==> src/rtl/dma_arb_pkg.sv <==
// Shared types and widths for the PDP-8 memory-port DMA arbiter.
package dma_arb_types;

    localparam int ADDR_W = 15;
    localparam int DATA_W = 12;

    typedef enum logic [1:0] {IDLE, HOLD, GRANT, RELEASE} arb_state_t;

    typedef logic [ADDR_W-1:0] maddr_t;
    typedef logic [DATA_W-1:0] mword_t;

    // Round-robin pointer width; a single master still gets a 1-bit pointer.
    function automatic int ptr_width(input int n);
        return (n > 1) ? $clog2(n) : 1;
    endfunction

endpackage

==> src/rtl/dma_arb_rr_pick.sv <==
// Round-robin priority encoder: first requester at or after ptr, wrapping.
module rr_pick #(
    parameter int NREQ  = 2,
    parameter int PTR_W = 1
) (
    input  logic [NREQ-1:0]  req,
    input  logic [PTR_W-1:0] ptr,
    output logic             any,
    output logic [PTR_W-1:0] idx
);

    logic found;

    // Scan NREQ positions starting at ptr; the first hit wins.
    always_comb begin
        any   = |req;
        idx   = '0;
        found = 1'b0;
        for (int k = 0; k < NREQ; k++) begin
            if (!found && req[(int'(ptr) + k) % NREQ]) begin
                found = 1'b1;
                idx   = PTR_W'((int'(ptr) + k) % NREQ);
            end
        end
    end

endmodule

==> src/rtl/dma_arb.sv <==
// Cycle-stealing DMA arbiter for the PDP-8 memory port. Parks the CPU via
// cpuHOLD/cpuACK, grants one master round-robin, caps each grant at
// MAXBURST transfers and muxes the granted master onto the memory port.
module dma_arb
    import dma_arb_types::*;
#(
    parameter int NREQ     = 2,
    parameter int MAXBURST = 16
) (
    input  logic                   clk,
    input  logic                   reset,
    input  logic                   clear,
    input  logic [NREQ-1:0]        dmaREQ,
    output logic [NREQ-1:0]        dmaGNT,
    input  logic [NREQ*ADDR_W-1:0] dmaADDR,
    input  logic [NREQ-1:0]        dmaRD,
    input  logic [NREQ-1:0]        dmaWR,
    input  logic [NREQ*DATA_W-1:0] dmaDOUT,
    output mword_t                 dmaDIN,
    output maddr_t                 memADDR,
    output logic                   memRD,
    output logic                   memWR,
    output mword_t                 memDOUT,
    input  mword_t                 memDIN,
    output logic                   cpuHOLD,
    input  logic                   cpuACK,
    output logic                   protERR
);

    localparam int PTR_W = ptr_width(NREQ);
    localparam int CNT_W = $clog2(MAXBURST + 1);
    localparam logic [CNT_W-1:0] CNT_MAX = CNT_W'(MAXBURST);

    arb_state_t       state, state_nx;
    logic [PTR_W-1:0] win_q, ptr_q, ptr_nx;
    logic [CNT_W-1:0] cnt_q, cnt_nx;

    logic             pick_any;
    logic [PTR_W-1:0] pick_idx;

    logic             in_grant, sel_req, sel_rd, sel_wr, xfer, burst_done;
    maddr_t           sel_addr;
    mword_t           sel_dout;

    rr_pick #(.NREQ(NREQ), .PTR_W(PTR_W)) u_pick (
        .req (dmaREQ),
        .ptr (ptr_q),
        .any (pick_any),
        .idx (pick_idx)
    );

    // Winner's request and strobes; only meaningful once win_q is latched.
    assign sel_req  = dmaREQ[win_q];
    assign sel_rd   = dmaRD[win_q];
    assign sel_wr   = dmaWR[win_q];
    assign sel_addr = dmaADDR[int'(win_q)*ADDR_W +: ADDR_W];
    assign sel_dout = dmaDOUT[int'(win_q)*DATA_W +: DATA_W];

    // Memory port: only the granted master reaches memory; rd+wr together is
    // a protocol error that suppresses both strobes.
    assign in_grant = (state == GRANT);
    assign memRD    = in_grant & sel_rd & ~sel_wr;
    assign memWR    = in_grant & sel_wr & ~sel_rd;
    assign protERR  = in_grant & sel_rd & sel_wr;
    assign memADDR  = in_grant ? sel_addr : '0;
    assign memDOUT  = in_grant ? sel_dout : '0;
    assign dmaDIN   = memDIN;
    assign cpuHOLD  = (state == HOLD) || (state == GRANT);
    assign dmaGNT   = in_grant ? (NREQ'(1) << win_q) : '0;

    // The transfer happening this cycle counts toward the cap, so the cycle
    // that performs transfer MAXBURST is also the last grant cycle.
    assign xfer       = memRD | memWR;
    assign cnt_nx     = (xfer && cnt_q != CNT_MAX) ? cnt_q + 1'b1 : cnt_q;
    assign burst_done = (cnt_nx == CNT_MAX);
    assign ptr_nx     = (int'(win_q) + 1 >= NREQ) ? '0 : win_q + 1'b1;

    // Next-state logic for the hold/grant handshake.
    always_comb begin
        state_nx = state;
        case (state)
            IDLE:    if (pick_any) state_nx = HOLD;
            HOLD:    if (!sel_req) state_nx = RELEASE;
                     else if (cpuACK) state_nx = GRANT;
            GRANT:   if (!sel_req || burst_done) state_nx = RELEASE;
            RELEASE: state_nx = IDLE;
            default: state_nx = IDLE;
        endcase
    end

    // State register; IOCLR behaves like reset but on the clock edge.
    always_ff @(posedge clk or posedge reset) begin
        if (reset)      state <= IDLE;
        else if (clear) state <= IDLE;
        else            state <= state_nx;
    end

    // Winner latch, burst counter and round-robin pointer.
    always_ff @(posedge clk or posedge reset) begin
        if (reset) begin
            win_q <= '0;
            ptr_q <= '0;
            cnt_q <= '0;
        end else if (clear) begin
            win_q <= '0;
            ptr_q <= '0;
            cnt_q <= '0;
        end else begin
            if (state == IDLE && pick_any) win_q <= pick_idx;
            if (state == GRANT) cnt_q <= cnt_nx;
            if (state == RELEASE) begin
                cnt_q <= '0;
                ptr_q <= ptr_nx;
            end
        end
    end

endmodule

==> config.mk <==
export PLATFORM = sky130hd
export DESIGN_NAME = dma_arb
export DESIGN_NICKNAME = d
export VERILOG_FILES = /design/src/rtl/dma_arb_pkg.sv /design/src/rtl/dma_arb_rr_pick.sv /design/src/rtl/dma_arb.sv
export SDC_FILE = /design/constraint.sdc
export NUM_CORES = 1
export LEC_CHECK = 0
export BUFFER_PORTS_ARGS = -buffer_cell sky130_fd_sc_hd__buf_2
export CORE_MARGIN = 4
export CORE_UTILIZATION = 38
export CTS_CLUSTER_SIZE = 30
export DETAILED_ROUTE_END_ITERATION = 7
export GPL_TIMING_DRIVEN = 0
export HOLD_SLACK_MARGIN = 0.06
export PLACE_DENSITY = 0.87
export SYNTH_ARGS = -nofsm -noshare
export SYNTH_HDL_FRONTEND = slang
export SYNTH_SLANG_ARGS = --single-unit
==> constraint.sdc <==
create_clock -name clk -period 2.2 [get_ports clk]
set_input_delay 0.66 -clock clk [delete_from_list [all_inputs] [get_ports clk]]
set_output_delay 0.66 -clock clk [all_outputs]
set_load 0.1 [all_outputs]
* Word level (Yosys, flattened, before mapping)
Index checks and enable logic that the tools add are counted.
** Storage, ports and cells
- Bits in registers :: 9
- Latch bits :: 0
- Memory bits (writable) :: 0
- Bits in read-only memories :: 0
- Input bits :: 76
- Output and inout port bits :: 45
- Word-level logic and storage cells :: 79
- Memories kept :: 0
** Operators by class
- Add/sub/neg operators :: 4
- $mul :: 2
- Divide/modulo/power cells :: 0
- Magnitude comparators :: 4
- Eq/ne operators :: 8
- Shift-type cells :: 3
- Mux-type cells :: 32
- Bitwise logic cells :: 9
- Reductions and logical operators :: 13
** Operators with widths (number)
- $shiftx A30 B6 Y15 :: 1
- $shiftx A24 B6 Y12 :: 1
- $mux W5 :: 4
- $mux W1 :: 19
- $mux W15 :: 1
- $mux W12 :: 1
- $mux W2 :: 6
- $pmux W2 S4 :: 1
- $add A5 B1 Y5 const B :: 1
- $and A1 B1 Y1 :: 5
- $eq A5 B5 Y1 const B :: 1
- $mul A1 B4 Y5 const B :: 1
- $ne A5 B5 Y1 const B :: 1
- $eq A2 B2 Y1 const B :: 2
- $lt A1 B2 Y1 const B :: 2
- $ne A4 B4 Y1 const B :: 1
- $reduce_bool A2 Y1 :: 2
- $logic_and A1 B1 Y1 :: 3
- $lt A2 B3 Y1 const B :: 1
- $mul A1 B2 Y3 const B :: 1
- $ne A3 B2 Y1 const B :: 1
- $ne A3 B3 Y1 const B :: 1
- $reduce_and A3 Y1 :: 1
- $reduce_bool A3 Y1 :: 1
- 12 further kinds :: 16

* Longest topological paths before layout
- Word-level depth :: 12
- Depth in mapped cells :: 8
- Depth with buffers taken out :: 8

* By module
Synthesis repeated with hierarchy kept, for this count alone.
** Second synthesis, totals
- Cells, all modules :: 172
- Area total of the unflattened synthesis :: 1448.9 µm²
** Modules (own cells, without submodules)
- dma_arb :: instances 1, cells each 169, area each 1431.4 µm², seq. area each 225.2 µm²
- rr_pick :: instances 1, cells each 3, area each 17.5 µm², seq. area each 0.0 µm²

* Least setup slack after synthesis
Ideal clock, no wire load.
- Kind :: input to output
- Start :: input dmaWR[0]
- End :: output memRD
- Data arrival time :: 3287 ps
- Data required time :: 1540 ps
- Path slack :: -1747 ps
- Stages on the path :: 2
- Path buffers :: 0
- Cells stage by stage :: or3b_2 a21boi_0
** Between the ends
- Word-level cells in the longest chain between the ends :: 4
** Ends and longest elaborated chain
- start: declaration :: line dma_arb.sv:17 : input logic [NREQ-1:0] dmaWR,
- $mux W1 (implied by the code) (2 in series) :: line dma_arb.sv:55 : assign sel_wr = dmaWR[win_q];
- $not A1 Y1 :: line dma_arb.sv:62 : assign memRD = in_grant & sel_rd & ~sel_wr;
- $and A1 B1 Y1 :: line dma_arb.sv:62
- end: declaration :: line dma_arb.sv:21 : output logic memRD,
No other way between the ends. The select of a mux whose other input is x is not followed.

* Worst setup path after layout
- Start :: register win_q
- End :: output memADDR[6]
** Between the ends
- Word-level cells in the longest chain between the ends :: 3
** Ends and longest elaborated chain
- start: declaration :: line dma_arb.sv:35 : logic [PTR_W-1:0] win_q, ptr_q, ptr_nx;
- start signal: assignment :: line dma_arb.sv:109 : if (state == IDLE && pick_any) win_q <= pick_idx;
- $mul A1 B4 Y5 :: line dma_arb.sv:56 : assign sel_addr = dmaADDR[int'(win_q)*ADDR_W +: ADDR_W];
- $shiftx A30 B6 Y15 :: line dma_arb.sv:56
- $mux W15 :: line dma_arb.sv:65 : assign memADDR = in_grant ? sel_addr : '0;
- end: declaration :: line dma_arb.sv:20 : output maddr_t memADDR,
No other way between the ends.

==> out/summary.txt <==
CP required -> 1.54 ns
overflow left after global routing -> 0
synthesized flop and latch total -> 9
Final #Nets -> 363
Yosys Warn Count -> 0
status -> finished, violations left
post-layout util -> 0.829
ranking of synthesized cells by area -> mux2i_1, dfrtp_1, nor2b_1
All-Layer GR Usage -> 0.242
drt first pass iters -> 4
fraction of layout cells with a size suffix above 1 -> 0.735
WL final -> 6.15 mm
post-synth top area share -> 0.203
unrepaired setup endpoints after global routing -> true
RR Startpoint -> state[0]
WP buf/inv -> 3
cell row count -> 21
Pwr Density -> 1010 nW/um^2
Metal-1 WL -> 2.05 mm
PnR worst setup slack -> -0.0405 ns
max layer used -> met4
most frequent cell after synthesis -> mux2i_1
vias in the first global route -> 1771
post-synth top area cell -> mux2i_1
Leak -> 1.21 nW
Max Cap Viol -> 0
Die Ht -> 68.3 um
Slew Limit Fails -> 0
ANT nets after route -> 0
Setup CP Type -> reg -> out
Final Hold Violating Endpoints -> 0
CTS tree -> done
relative slew slack -> 0.672
Synth Net Count -> 247
Post-Syn Area -> 1380 sq um
first-pass GRT wire length -> 8.47 mm
First DRT Iteration DRCs -> 80
CP Capture Type -> primary output
CTS Sinks -> 9
post-synth cell types -> 41
Worst-path clk slew -> 0.06 ns
critical path arrival -> 1.58 ns
Avg WL per Cell -> 18.9 um
CP Max Fanout -> 10
cts bufs inserted -> 3
setup TNS -> -0.0913 ns
FF-to-FF path depth -> 8
initial antenna violation count -> 0
reg2reg setup slack -> 0.09 ns
Mapped Cells -> 164
DRC -> 0
Worst R2R End -> state[0]
clock skew -> 0.00400 ns
Die Area -> 4670 sq um
CTS max path bufs -> 2
largest net degree at the start of global routing -> 11
Die W -> 68.3 um
Layout area overhead -> 105%
met2 wire length -> 3.54 mm
core box area -> 3420 sq um
root buffer cell -> clkbuf_4
minimum hold slack -> 0.346 ns
total number of vias -> 1713
hpwl dp -> 3.86 mm
hold crit path type -> in -> async
Antenna Diode Count -> 0
sequential cell area fraction in the yosys report -> 0.163
Slowest cell on crit path -> dfrtp_1
delay of the slowest cell on the worst path -> 0.37 ns
CP startpoint kind -> flip-flop
# port buffers -> 107
Commonest cells post-synth -> mux2i_1, nor2b_1, buf_4, dfrtp_1, inv_1
period utilisation layout -> 1.02
H-tree Lvls -> 1
minimum clock period -> 2.24 ns
metal3 WL -> 372 um
EDFF count, synth -> 0
IO Count -> 121
Layout fillers -> 193
DR vias/cell -> 5.27
Final setup viols -> 7
average size of a mapped cell -> 8.43 sq um
Placer Congestion -> 0.880
Initial Util -> 0.405
slew of the pin with the lowest slew margin -> 0.487 ns
FMAX -> 446 MHz
Clock Latency Late Sink -> 0.26 ns
failing checks -> setup timing
crit-path leading delay family -> buffers and inverters
worst-path cell chain -> buf_6 -> clkbuf_8 -> mux2i_2 -> nor2b_4 -> buf_12
Peak VDD IR -> 0.676 mV
Post-synth ARST share -> 1.00
most common flop cell mapped by yosys -> dfrtp_1
-- kinds of logic after synthesis --
kind of cell / synth area share
AND/OR/NAND/NOR: 0.268
buffers and inverters: 0.120
multiplexers: 0.211
AO/OA/AOI/OAI: 0.137
flip-flops: 0.163
adder cells (fa/ha/maj): 0.0633
XOR/XNOR: 0.0380
-- cell type report --
cell class / instances / area [sq um] / area share
flip-flops and latches: 9 / 228 / 0.0804
clock buffers: 4 / 26.3 / 0.00928
multi-input cells: 125 / 1360 / 0.479
inverters: 9 / 33.8 / 0.0119
repair buffers: 111 / 943 / 0.333
well taps: 46 / 57.6 / 0.0203
plain buffers: 21 / 186 / 0.0658
-- registers in the layout (all words and copies together), names as in the netlist --
signal / count
win_q: 1
cnt_q: 5
state: 2
ptr_q: 1
-- routing by layer --
layer	vias to the layer above	GRT usage
met5	-	0
met4	0	0.0521
met2	87	0.492
li1	792	-
met3	19	0.0328
met1	815	0.256
-- layout by cell type, fill, tap and decap left out, drive strengths merged, types with 4 or more instances in the layout --
master	n
nand2	6
nor2b	27
nor2	6
inv	9
xor2	4
nor3	7
dfrtp	9
ha	7
buf	128
clkbuf	8
nand3	4
mux2i	28
-- power by group --
part / leakage, nW / switching [mW] / total [mW] / internal [mW]
sequential: 0.120 / 0.0356 / 0.228 / 0.192
clock: 0.0150 / 0.0559 / 0.126 / 0.0698
combinational: 1.08 / 1.57 / 2.52 / 0.949
total: 1.21 / 1.66 / 2.87 / 1.21
-- repair_timing --
action                     in CTS  in global routing
setup endpoints to repair      34                 33
setup buffers                   1                  2
resized for setup             119                 40
pin swaps                       2                  3
cloned                          1                  0
hold buffers                    0                  0
-- how the worst max path moves through the flow --
stage                       endpoint      from  slack, ns  depth (start not counted)
final                     memADDR[6]     win_q      -0.04                          5
after global routing      memADDR[6]     win_q      -0.09                          5
after CTS                      memWR  state[0]      -0.01                          5
after detailed placement       memWR     win_q      -0.24                          5
after global placement         memWR     win_q      -0.23                          5
after floorplan                memRD  dmaWR[0]      -0.08                          2
-- metrics by stage --
stage | area [sq um] | cells | total power, mW | setup slack (ns)
detailed placement | 2220 | 317 | 2.20 | -0.245
global placement | 2220 | 317 | 2.18 | -0.227
global route | 2830 | 325 | 2.97 | -0.0869
floorplan | 1630 | 164 | 1.94 | -0.0772
CTS | 2670 | 323 | 2.69 | -0.0150
finish | 2830 | 325 | 2.87 | -0.0405
Note: power is estimated with default switching activity, not from simulation.
